`src/rtl/tx_sched_pkg.sv`:
```
// Shared types and constants for the UART transmit scheduler.
// Holds the FSM encoding, acknowledge bytes and baud-select codes.
package tx_sched_pkg;

  typedef enum logic [1:0] {
    ST_IDLE      = 2'd0,
    ST_START     = 2'd1,
    ST_WAIT_BUSY = 2'd2,
    ST_WAIT_DONE = 2'd3
  } state_t;

  localparam logic [7:0] ACK_CLEAN  = 8'h43;
  localparam logic [7:0] ACK_FINISH = 8'h4B;

  localparam logic [1:0] BAUD_SEL_0   = 2'b00;
  localparam logic [1:0] BAUD_SEL_1   = 2'b01;
  localparam logic [1:0] BAUD_SEL_2   = 2'b10;
  localparam logic [1:0] BAUD_SEL_BAD = 2'b11;

  function automatic logic baud_valid(input logic [1:0] sel);
    return (sel == BAUD_SEL_0) || (sel == BAUD_SEL_1) || (sel == BAUD_SEL_2);
  endfunction

endpackage

```
`src/rtl/sync_fifo.sv`:
```
// Single-clock FIFO with synchronous push, pop and flush; flush beats both.
// Full/empty are registered from the post-update occupancy.
module sync_fifo #(
  parameter int DEPTH = 8,
  parameter int WIDTH = 8
) (
  input  logic             clk_i,
  input  logic             reset_i,
  input  logic             push_i,
  input  logic             pop_i,
  input  logic             flush_i,
  input  logic [WIDTH-1:0] data_i,
  output logic [WIDTH-1:0] data_o,
  output logic             full_o,
  output logic             empty_o
);

  localparam int AW = $clog2(DEPTH);
  localparam int CW = AW + 1;

  logic [WIDTH-1:0] mem_q [DEPTH];
  logic [AW-1:0]    wr_ptr_q, wr_ptr_d;
  logic [AW-1:0]    rd_ptr_q, rd_ptr_d;
  logic [CW-1:0]    count_q, count_d;
  logic             full_q, full_d;
  logic             empty_q, empty_d;
  logic             do_push, do_pop;

  // Push is judged against the registered full flag, so a same-cycle pop never makes room.
  assign do_push = push_i && !full_q && !flush_i;
  assign do_pop  = pop_i && !empty_q && !flush_i;

  always_comb begin
    wr_ptr_d = wr_ptr_q;
    rd_ptr_d = rd_ptr_q;
    count_d  = count_q;
    if (flush_i) begin
      wr_ptr_d = '0;
      rd_ptr_d = '0;
      count_d  = '0;
    end else begin
      if (do_push) wr_ptr_d = wr_ptr_q + AW'(1);
      if (do_pop)  rd_ptr_d = rd_ptr_q + AW'(1);
      if (do_push && !do_pop)      count_d = count_q + CW'(1);
      else if (do_pop && !do_push) count_d = count_q - CW'(1);
    end
    full_d  = (count_d == CW'(DEPTH));
    empty_d = (count_d == '0);
  end

  always_ff @(posedge clk_i) begin
    if (reset_i) begin
      wr_ptr_q <= '0;
      rd_ptr_q <= '0;
      count_q  <= '0;
      full_q   <= 1'b0;
      empty_q  <= 1'b1;
    end else begin
      wr_ptr_q <= wr_ptr_d;
      rd_ptr_q <= rd_ptr_d;
      count_q  <= count_d;
      full_q   <= full_d;
      empty_q  <= empty_d;
    end
  end

  always_ff @(posedge clk_i) begin
    if (do_push) mem_q[wr_ptr_q] <= data_i;
  end

  assign data_o  = mem_q[rd_ptr_q];
  assign full_o  = full_q;
  assign empty_o = empty_q;

endmodule

```
`src/rtl/tx_scheduler.sv`:
```
// Feeds a UART transmitter from a byte FIFO plus clean/finish acknowledge bytes,
// retrying a byte when the transmitter never reports busy.
module tx_scheduler
  import tx_sched_pkg::*;
#(
  parameter int DEPTH        = 8,
  parameter int BUSY_TIMEOUT = 16
) (
  input  logic       clk,
  input  logic       reset,
  input  logic       iWRen,
  input  logic [7:0] iData,
  input  logic [1:0] irate_control,
  input  logic       iCLEAN,
  input  logic       iFINISH,
  input  logic       iTX_BUSY,
  output logic       oTX_START,
  output logic [7:0] oTX_DATA,
  output logic [1:0] oBAUD_SEL,
  output logic       oFULL,
  output logic       oEMPTY,
  output logic       oDROP,
  output state_t     oDBG_STATE
);

  localparam int CW = $clog2(BUSY_TIMEOUT + 1);

  state_t        state_q, state_d;
  logic [CW-1:0] cnt_q, cnt_d;
  logic          clean_q, finish_q;
  logic          clean_pend_q, clean_pend_d;
  logic          finish_pend_q, finish_pend_d;
  logic [7:0]    tx_data_q, tx_data_d;
  logic [1:0]    baud_q, baud_d;
  logic          drop_q, drop_d;
  logic          clean_edge, finish_edge;
  logic          fifo_pop, fifo_full, fifo_empty, fifo_avail;
  logic [7:0]    fifo_data;
  logic          any_src;

  assign clean_edge  = iCLEAN && !clean_q;
  assign finish_edge = iFINISH && !finish_q;
  // A flush this cycle invalidates the head, so it must not be popped alongside it.
  assign fifo_avail  = !fifo_empty && !clean_edge;
  assign any_src     = clean_pend_q || finish_pend_q || fifo_avail;

  sync_fifo #(.DEPTH(DEPTH), .WIDTH(8)) u_fifo (
    .clk_i   (clk),
    .reset_i (reset),
    .push_i  (iWRen),
    .pop_i   (fifo_pop),
    .flush_i (clean_edge),
    .data_i  (iData),
    .data_o  (fifo_data),
    .full_o  (fifo_full),
    .empty_o (fifo_empty)
  );

  always_ff @(posedge clk) begin
    if (reset) begin
      state_q <= ST_IDLE;
      cnt_q   <= '0;
    end else begin
      state_q <= state_d;
      cnt_q   <= cnt_d;
    end
  end

  always_comb begin
    state_d = state_q;
    cnt_d   = '0;
    case (state_q)
      ST_IDLE:      if (any_src) state_d = ST_START;
      ST_START:     state_d = ST_WAIT_BUSY;
      ST_WAIT_BUSY: begin
        if (iTX_BUSY)                              state_d = ST_WAIT_DONE;
        else if (cnt_q == CW'(BUSY_TIMEOUT - 1))   state_d = ST_START;
        else                                       cnt_d   = cnt_q + CW'(1);
      end
      ST_WAIT_DONE: if (!iTX_BUSY) state_d = ST_IDLE;
      default:      state_d = ST_IDLE;
    endcase
  end

  always_comb begin
    oTX_START     = (state_q == ST_START);
    tx_data_d     = tx_data_q;
    baud_d        = baud_q;
    fifo_pop      = 1'b0;
    clean_pend_d  = clean_pend_q || clean_edge;
    finish_pend_d = finish_pend_q || finish_edge;
    drop_d        = iWRen && fifo_full && !clean_edge;
    if (state_q == ST_IDLE) begin
      if (clean_pend_q) begin
        tx_data_d    = ACK_CLEAN;
        clean_pend_d = clean_edge;
      end else if (finish_pend_q) begin
        tx_data_d     = ACK_FINISH;
        finish_pend_d = finish_edge;
      end else if (fifo_avail) begin
        tx_data_d = fifo_data;
        fifo_pop  = 1'b1;
      end else if (baud_valid(irate_control)) begin
        baud_d = irate_control;
      end
    end
  end

  always_ff @(posedge clk) begin
    if (reset) begin
      clean_q       <= 1'b0;
      finish_q      <= 1'b0;
      clean_pend_q  <= 1'b0;
      finish_pend_q <= 1'b0;
      tx_data_q     <= 8'h00;
      baud_q        <= BAUD_SEL_0;
      drop_q        <= 1'b0;
    end else begin
      clean_q       <= iCLEAN;
      finish_q      <= iFINISH;
      clean_pend_q  <= clean_pend_d;
      finish_pend_q <= finish_pend_d;
      tx_data_q     <= tx_data_d;
      baud_q        <= baud_d;
      drop_q        <= drop_d;
    end
  end

  assign oTX_DATA   = tx_data_q;
  assign oBAUD_SEL  = baud_q;
  assign oFULL      = fifo_full;
  assign oEMPTY     = fifo_empty;
  assign oDROP      = drop_q;
  assign oDBG_STATE = state_q;

endmodule

```
`config.mk`:
```
export PLATFORM = sky130hd
export DESIGN_NAME = tx_scheduler
export DESIGN_NICKNAME = d
export VERILOG_FILES = /design/src/rtl/tx_sched_pkg.sv /design/src/rtl/sync_fifo.sv /design/src/rtl/tx_scheduler.sv
export SDC_FILE = /design/constraint.sdc
export NUM_CORES = 1
export LEC_CHECK = 0
export ABC_AREA = 1
export BUFFER_PORTS_ARGS = -buffer_cell sky130_fd_sc_hd__buf_2
export CORE_MARGIN = 2
export CORE_UTILIZATION = 40
export CTS_CLUSTER_DIAMETER = 120
export CTS_CLUSTER_SIZE = 30
export DETAILED_ROUTE_END_ITERATION = 8
export PLACE_DENSITY = 0.54
export RECOVER_POWER = 100
export SYNTH_ARGS = -nofsm -noshare
export SYNTH_HDL_FRONTEND = slang
export SYNTH_SLANG_ARGS = --single-unit
```
`constraint.sdc`:
```
create_clock -name clk -period 1.86 [get_ports clk]
set_input_delay 0.372 -clock clk [delete_from_list [all_inputs] [get_ports clk]]
set_output_delay 0.372 -clock clk [all_outputs]
set_load 0.005 [all_outputs]
```
==> flow_summary.ini <==
[sta]
finalSetupViolCount = 0
worstMarginPinSlew_ns = 0.6562
fin_crit_sh = 0.8913
fin_crit_ns = 1.658
rsz0062_at_grt = no
fin_setup_tns_ns = 0
maxSlewViolCount = 0
relSlewSlack = 0.5625
fin_skew_ns = 0.01094
timing.fmax_mhz = 603.2
fin_ws_ns = 0.2022
hold_violations = 0

[critical_path]
slowest_stage = or2_2
crit_chain = inv_1 -> nand2_4 -> nand2_8 -> or2_2 -> nor2_1 -> clkbuf_2
r2r_setup_slack_ns = 0.20
crit_start = clean_q
r2r-end = u_fifo.mem_q[0][0]
worstSetupEndpointType = register
reg2reg_from = clean_q
slowest_delay_ns = 0.34
worstSetupStartpointType = register
endpoint = u_fifo.mem_q[0][0]
path_class = reg2reg
rr_worst_depth = 6
cp_max_fo = 9
required_ns = 1.92
crit_arrival_ns = 1.72

[grt]
grt.total_usage = 0.1620
grt_pass1_wl_um = 13610
grt-ovfl-total = 0
antenna_found_initial = 0
grt_pass1_vias = 2571
grt_max_degree = 26

[synthesis]
syn-num-nets = 415
yosysSeqAreaShare = 0.6396
syn_area_um2 = 4163
syn_area_per_cell_um2 = 10.59
synth_cells = 393
yosys_warnings = 0
synth.distinct_cells = 40
ys_seq_elements = 101

[layout]
nFillCells = 978
drive_gt1_frac = 0.1309
fin_util = 0.4510
syn2layout_area_growth_pct = 10.85
n_antenna_cell = 0
multi_input_area_um2 = 1254
register_area_um2 = 2663
fin_cells = 579
nets = 460

[drt]
drtIter0Drc = 202
route.detailed.drc = 0
via_per_inst = 4.900
num_vias = 2837
first_pass_iters = 4
wl_per_cell_um = 15.06
detail-route-antenna-nets = 0
postRouteWirelength_um = 8720

[placed_design]
portBuffers = 31
dpl.hpwl_um = 5964
place.gp.congestion = 0.8060
dp_cells = 563
dp_worst_setup_slack_ns = 0.1252

[floorplanning]
ios = 32
coreArea_um2 = 10230
rows = 37
die_y_um = 106.0
start_util = 0.4069
dieArea_um2 = 11240
die_w_um = 106.0

[power]
total_power_uw = 4251
power_density_nw_per_um2 = 921.2
ir_worst_vdd_mv = 0.3369
leakage_uw = 0.001733

[cts]
clk_pin_slew_worst_paths_ns = 0.10
cts_tree = built
postCtsSetupBuffers = 0
htreeDepth = 3
cts.sinks = 101
cts_buffers = 9
clockBufferDepth = 2
clk_latency_ns = 0.37
cts_root_buf = clkbuf_8
ctsHoldBuffers = 0
post_cts_resized = 0

[run_status]
status = complete, no violations

[worst_hold_path]
hold_class = in2reg

[flow_run]
cap_violations = 0
[sequential cells by signal, summed over array words and instances (netlist names), 2 cells and up, named ones only]
| signal | flops |
|---|---|
| u_fifo.mem_q | 64 |
| oTX_DATA | 8 |
| cnt_q | 5 |
| u_fifo.count_q | 4 |
| u_fifo.rd_ptr_q | 3 |
| u_fifo.wr_ptr_q | 3 |
| oBAUD_SEL | 2 |
| oDBG_STATE | 2 |
[final cells by class]
type / instances / share of cell area
clock buffer: 10 / 0.02766
clock inverter: 6 / 0.008134
inverter: 34 / 0.02793
multi-input combinational: 244 / 0.2717
sequential: 101 / 0.5770
tap: 136 / 0.03688
timing repair buffer: 48 / 0.05070
[kinds of logic after synthesis]
logic type,synth area share
compound gates,0.09558
xor+xnor,0.006313
fa+ha+maj,0.01803
buf+inv,0.05170
flops,0.6396
simple gates,0.1888
[synth_stat cells (all sizes together)]
master,count,area (um^2)
nand2,78,341.6
edfxtp,64,1922
nor2,47,206.4
nand3,38,207.7
dfxtp,37,740.7
inv,33,126.4
o21ai,26,133.9
a21oi,20,103.9
buf,9,65.06
ha,6,75.07
o221ai,6,52.55
clkbuf,5,20.01
a31oi,3,18.77
o211ai,3,22.52
o21a,3,22.52
nor3,2,10.01
o22ai,2,12.51
xnor2,2,17.52
a211oi,1,7.510
a21o,1,7.510
and3,1,6.260
clkinv,1,3.750
nor3b,1,7.510
o21bai,1,7.510
o311ai,1,8.760
or2,1,6.260
xor2,1,8.760
[per-stage QoR]
stage | instance area, um^2 | hold slack (ns)
after floorplan | 4163 | 0.4078
after global placement | 4531 | 0.4096
after detailed placement | 4531 | 0.4176
after CTS | 4696 | 0.2053
after global routing | 4614 | 0.2361
final | 4614 | 0.2093
[how the worst min path moves through the flow]
stage / from / to / slack, ns / cells after the start
6_report: iFINISH / finish_q / 0.21 / 3
5_1_grt: iFINISH / finish_q / 0.24 / 3
4_1_cts: iFINISH / finish_q / 0.21 / 3
3_5_place_dp: finish_q / finish_pend_q / 0.42 / 1
3_3_place_gp: finish_q / finish_pend_q / 0.41 / 1
2_1_floorplan: finish_q / finish_pend_q / 0.41 / 1
[worst max-delay path, delay by kind of cell, from the launching register on]
family / cells / cell delay (ns)
DFF: 1 / 0.32
buffers and inverters: 2 / 0.34
and+or+nand+nor: 4 / 0.69
[metal layers]
metal  GRT usage  wire length, um  up-vias
met4     0.06861              116        0
met2      0.2608             4204       47
met3     0.03004              300       10
li1            -                -     1434
met5           0                0        -
met1      0.2157             4099     1346
[placed cells by master, fill, tap and decap left out, types with 2 or more instances in the layout]
cell type,instances
ha_1,6
dfxtp_1,37
a21oi_1,19
nand3_1,37
clkbuf_1,19
nor2_4,3
o221ai_1,6
clkbuf_2,9
buf_4,7
clkinv_1,2
inv_2,2
edfxtp_1,64
nand2_2,4
inv_1,30
o21a_1,3
buf_2,13
nor3_1,2
nor2_1,44
a31oi_1,3
inv_4,2
xnor2_1,2
o21ai_0,26
nand2_1,72
clkbuf_8,9
o22ai_1,2
o211ai_1,3
[power by group]
| group | internal, uW | switching [uW] |
|---|---|---|
| Sequential | 2460 | 56.9 |
| Combinational | 169 | 327 |
| Clock | 484 | 751 |
| Total | 3120 | 1130 |
No activity file was read; power rests on OpenSTA's default activity.
